$ cat config.mk
export PLATFORM = sky130hd
export DESIGN_NAME = button_event_conditioner
export DESIGN_NICKNAME = d
export VERILOG_FILES = /design/src/rtl/button_event_conditioner.sv
export SDC_FILE = /design/constraint.sdc
export NUM_CORES = 1
export LEC_CHECK = 0
export ABC_CLOCK_PERIOD_IN_PS = 4700
export BUFFER_PORTS_ARGS = -buffer_cell sky130_fd_sc_hd__buf_2
export CAP_MARGIN = 20
export CELL_PAD_IN_SITES_DETAIL_PLACEMENT = 1
export CELL_PAD_IN_SITES_GLOBAL_PLACEMENT = 2
export CORE_AREA = 3 3 75 130
export DETAILED_ROUTE_END_ITERATION = 12
export DIE_AREA = 0 0 78 133
export HOLD_SLACK_MARGIN = 0.15
export PLACE_DENSITY = 0.62
export SYNTH_ARGS = -nofsm -noshare
export SYNTH_HDL_FRONTEND = slang
export SYNTH_SLANG_ARGS = --single-unit
$ cat constraint.sdc
create_clock -name i_clk -period 4.7 [get_ports i_clk]
set_input_delay 0.47 -clock i_clk [delete_from_list [all_inputs] [get_ports i_clk]]
set_output_delay 0.47 -clock i_clk [all_outputs]
set_load 0.005 [all_outputs]
$ cat src/rtl/button_event_conditioner.sv
// button_event_conditioner: synchronizes and debounces raw player inputs, emits press strobes
// and a held valid/ack event stream with lowest-index priority and merge reporting.
module button_event_conditioner #(
    parameter int N_CH            = 2,
    parameter int ID_W            = 1,
    parameter int DEBOUNCE_CYCLES = 500000,
    parameter int CNT_W           = 19
) (
    input  logic              i_clk,
    input  logic              i_reset_n,
    input  logic [N_CH-1:0]   i_raw,
    input  logic              i_ack,
    output logic [N_CH-1:0]   o_level,
    output logic [N_CH-1:0]   o_press_pulse,
    output logic              o_evt_valid,
    output logic [ID_W-1:0]   o_evt_id,
    output logic              o_drop
);
    localparam logic [CNT_W-1:0] CNT_MAX = CNT_W'(DEBOUNCE_CYCLES - 1);
    typedef enum logic [1:0] {IDLE, HOLD, GAP} state_t;
    state_t            state, state_d;
    logic [N_CH-1:0]   s1, s2, pend, pend_d, held, merge, clr;
    logic [CNT_W-1:0]  cnt [N_CH];
    logic              valid_d;
    logic [ID_W-1:0]   id_d;
    always_ff @(posedge i_clk or negedge i_reset_n) begin
        if (!i_reset_n) begin
            s1            <= '0;
            s2            <= '0;
            o_level       <= '0;
            o_press_pulse <= '0;
            for (int i = 0; i < N_CH; i++) cnt[i] <= '0;
        end else begin
            s1 <= i_raw;
            s2 <= s1;
            for (int i = 0; i < N_CH; i++) begin
                o_press_pulse[i] <= 1'b0;
                if (s2[i] == o_level[i]) begin
                    cnt[i] <= '0;
                end else if (cnt[i] == CNT_MAX) begin
                    cnt[i]           <= '0;
                    o_level[i]       <= s2[i];
                    o_press_pulse[i] <= s2[i];
                end else begin
                    cnt[i] <= cnt[i] + 1'b1;
                end
            end
        end
    end
    // a press on a channel already pending or currently held is merged, not queued
    always_comb begin
        state_d = state;
        valid_d = o_evt_valid;
        id_d    = o_evt_id;
        clr     = '0;
        for (int i = 0; i < N_CH; i++) held[i] = o_evt_valid && (o_evt_id == ID_W'(i));
        case (state)
            IDLE: if (|pend) begin
                for (int i = N_CH - 1; i >= 0; i--) if (pend[i]) id_d = ID_W'(i);
                clr     = N_CH'(1) << id_d;
                valid_d = 1'b1;
                state_d = HOLD;
            end
            HOLD: if (i_ack) begin
                valid_d = 1'b0;
                state_d = GAP;
            end
            GAP:     state_d = IDLE;
            default: state_d = IDLE;
        endcase
        merge  = pend | held;
        pend_d = (pend & ~clr) | (o_press_pulse & ~merge);
    end
    always_ff @(posedge i_clk or negedge i_reset_n) begin
        if (!i_reset_n) begin
            state       <= IDLE;
            pend        <= '0;
            o_evt_valid <= 1'b0;
            o_evt_id    <= '0;
            o_drop      <= 1'b0;
        end else begin
            state       <= state_d;
            pend        <= pend_d;
            o_evt_valid <= valid_d;
            o_evt_id    <= id_d;
            o_drop      <= |(o_press_pulse & merge);
        end
    end
endmodule

Word-level counts from Yosys, hierarchy flattened
Index checks and enable logic that the tools add are counted.
Widths: inputs -> output; s select.
Word-level totals
  logic and storage cells: 63
  output and inout port bits: 7
  bits of input ports: 5
  bits in registers: 53
Operators by class
  add/sub/neg operators: 2
  shift-type cells: 1
  bitwise logic cells: 10
  multiplexer cells: 20
  equality and inequality tests: 7
  reduce and logical (&&, ||, !) cells: 11
Operators by type and width (number)
  $mux 19: 4
  $add 19x1->19 const B: 2
  $eq 19x19->1 const B: 2
  $mux 1: 10
  $mux 2: 4
  $reduce_and 2->1: 4
  $and 2x2->2: 3
  $ne 2x2->1 const B: 2
  $not 2->2: 2
  $or 2x2->2: 2
  $pmux 2 s2: 1
  $reduce_or 2->1: 2
  $not 1->1: 3
  $reduce_and 3->1: 1
  $eq 1x1->1: 2
  $eq 2x1->1 const B: 1
  $logic_and 1x1->1: 2
  $logic_not 2->1: 1
  $pmux 1 s2: 1
  $reduce_bool 2->1: 1
  $shl 1x1->2 const A: 1

Depth between registers and ports, before layout
  depth after elaboration: 10
  depth in mapped cells: 6
  gate-level depth less buffers: 5

Worst setup path after synthesis
No wires, ideal clock.
  path type: register -> register
  start: reg cnt[0] in the netlist's numbering
  end: reg cnt[18] in the netlist's numbering
  path slack: 2.968 ns
  required time: 4.622 ns
  data arrival time: 1.654 ns
  library setup time: 0.078 ns
  buffers on the path: 0
  stages on the path, launching flop included: 6
  clock period less this slack: 1.732 ns
  cells stage by stage: dfrtp_1 -> ha_1 -> nand3_1 -> or3_1 -> or4_1 -> a21oi_1
Between the ends
  cells in the longest elaborated chain, start to end: 3
  elaborated cells on any way between the ends: 4
  classes of those cells: add/sub: 1; eq/ne: 1; mux: 2
RTL lines
  start: declaration: line 23  | logic [CNT_W-1:0] cnt [N_CH];
  start signal: indexed assignment: line 45  | cnt[i] <= cnt[i] + 1'b1;
  $add 19x1->19 or $eq 19x19->1 (tied branches): line 45, 40
  $mux 19 (*): line 40  | end else if (cnt[i] == CNT_MAX) begin
  $mux 19 (*): line 38  | if (s2[i] == o_level[i]) begin
Every way passes the cells marked *; elsewhere a longest branch is shown, timed or not.
A chain may end at the register's enable or synchronous reset.

Worst setup path after layout
  start: reg cnt[5] in the netlist's numbering
  end: reg cnt[6] in the netlist's numbering
The elaborated chain is that of the path after synthesis.

==> flow_summary.toml <==
[run_status]
status = "complete, no violations"

[place]
dp_hpwl_um = 3940
portBuffers = 11
place.gp.congestion = 0.734

[floorplan]
die_y_um = 133
start_util = 0.279
rows = 45
ios = 12
core_area_sq_mm = 0.00878
die_area_sq_mm = 0.0104
die_x_um = 78

[timing]
fin_crit_sh = 0.434
hold_viol = 0
maxSlewHeadroom = 0.503
fin_crit_ps = 2040
finClkSkew_ps = 7.69
drv_slew = 0
setup_viol = 0
tns_ps = 0
rsz0062_at_grt = "no"
tightest_slew_ps = 745
fmax_mhz = 491

[routing]
via_per_inst = 4.82
ant_nets = 0
drt-met1-wl_um = 2240
top_layer_used = "met4"
drt_iter0_drc = 52
vias = 1782
met3_length_um = 101
wire_per_inst_um = 15.1
met2_length_um = 3130
routed_wl_um = 5590
drc = 0
drt_first_pass_iters = 4

[grt]
grt_pass1_wl_um = 9870
grt_overflow = 0
grt_usage = 0.121
first_global_vias = 1954
antenna_found_initial = 0
grt_max_degree = 54

[synth]
synth_simple_gate_area_frac = 0.244
synth_area_per_cell_sq_um = 10.4
synth_top_family_by_area = "simple AND/OR/NAND/NOR gates"
synth_fa_ha_area_frac = 0.0102
synthDistinctLibCells = 32
synth_top_area_frac = 0.541
synth_compound_gate_area_share = 0.0546
netlist_area_sq_mm = 0.00245
synth_common_cells = "53 x dfrtp_1, 41 x nor2_1, 28 x xnor2_1"
yosys-top-cells-area = "dfrtp_1 54%, xnor2_1 10%, nor2_1 6.3%, nand3_1 2.9%, nand4_1 2.8%"
syn-num-nets = 242
synthArstFlopShare = 1.00
synth_ff_type = "dfrtp_1"
synth_mux_area_frac = 0.0138
yosysSeqAreaShare = 0.541
yosysTopAreaCell = "dfrtp_1"
synth_cells = 235
synth_xor_area_frac = 0.118
yosys_warnings = 0
synth_edf_count = 0
synth_most_common_cell = "dfrtp_1"
ys_ff_latch = 53

[setup_path]
crit_type = "flip-flop to flip-flop"
path_max_fanout = 17
path_depth = 4
crit_buf_inv = 0
startpoint_type = "flip-flop"
crit_arrival_ps = 2180
end_kind = "flip-flop"
cp.required_ps = 4840
timing.rr.start = "cnt[5]"
r2r_slack_ps = 2660
slowest_stage = "o21ai_2"
worstPathCellList = "nor4b_1 -> nand3_1 -> o21ai_2 -> nor2_1"
cp_top_family = "simple AND/OR/NAND/NOR gates"
cp_slowest_stage_delay_ps = 650
reg2reg_to = "cnt[6]"
r2r_cells = 4

[clock_network]
cts_buffers = 5
clk-insertion-delay-late_ps = 290
clkSinkCount = 53
tritoncts = "done"
postCtsSetupBuffers = 0
ctsHoldBuffers = 0
htreeDepth = 2
path_clk_slew_ps = 70
ctsLongestPathBuffers = 2
cts-root-buf = "clkbuf_16"
cts_resized = 0

[worst_hold_path]
hold_path_depth = 1
hold_path.class = "primary input to flip-flop"
holdCritStartpoint = "i_raw[0]"
whs_endpoint = "s1[0]"

[pwr]
static-leakage-power_nw = 1.16
peakVddDrop_uv = 171
p_total_uw = 927
power.density_mw_per_mm2 = 329

[cells_and_area]
nNetsFinal = 259
diodes = 0
drive_gt1_frac = 0.115
area_growth_pct = 15.1

[job]
drv_cap = 0
-- worst max path at each step --
| stage | start | end | slack [ps] |
|---|---|---|---|
| final | cnt[5] | cnt[6] | 2660 |
| after floorplan | cnt[0] | cnt[18] | 2970 |
| after global routing | cnt[6] | cnt[10] | 2430 |
| after CTS | cnt[5] | cnt[6] | 2620 |
| after detailed placement | cnt[5] | cnt[6] | 2640 |
| after global placement | cnt[5] | cnt[5] | 2580 |
-- registers in the layout, indices dropped and copies added (netlist names) --
register,count
pend,2
o_press_pulse,2
o_evt_valid,1
o_drop,1
cnt,38
s2,2
o_evt_id,1
state,2
s1,2
o_level,2
-- cell type report --
cell class	instances	area (sq um)
clock buffer	5	125
clock inverter	3	43.8
fill	1028	5960
inverter	10	37.5
multi-input combinational	170	1080
sequential	53	1330
tap	117	146
timing repair buffer	12	62.6
-- stage by stage --
stage | util | hold slack, ps | setup slack, ps | cells | cell area (sq um)
6_report | 0.321 | 275 | 2660 | 370 | 2820
3_5_place_dp | 0.302 | 347 | 2640 | 362 | 2650
2_1_floorplan | - | 174 | 2970 | 235 | 2450
5_1_grt | 0.321 | 261 | 2430 | 370 | 2820
4_1_cts | 0.321 | 264 | 2620 | 370 | 2820
3_3_place_gp | 0.302 | 334 | 2580 | 362 | 2650
-- layout by cell type (no fill, tap or decap), drive strengths merged, types with 3 or more instances in the layout --
master and n:
a21oi 8, and3 5, buf 12, clkbuf 5, dfrtp 53, inv 11
mux2 3, nand2 6, nand3 14, nand4 13, nor2 41, nor3 9
nor4 11, nor4b 3, o21ai 6, xnor2 28, xor2 5
-- per-layer routing --
layer  global-route usage  up-vias
met1                0.136      898
met4               0.0525        0
met3               0.0211        7
met2                0.220       10
li1                     -      867
met5                    0        -
-- cell families after synthesis --
family / after synthesis
and+or+nand+nor: 111
buffers and inverters: 12
muxes: 3
xor gates and xnor gates: 33
DFF: 53
adders and majority gates: 2
AOI/OAI and AO/OA: 21
-- power by group --
group	switching [mW]	internal (mW)	leakage (nW)
combinational	0.0203	0.00913	0.346
sequential	0.00802	0.464	0.725
clock	0.174	0.253	0.0842
(Power assumes the default switching activity.)
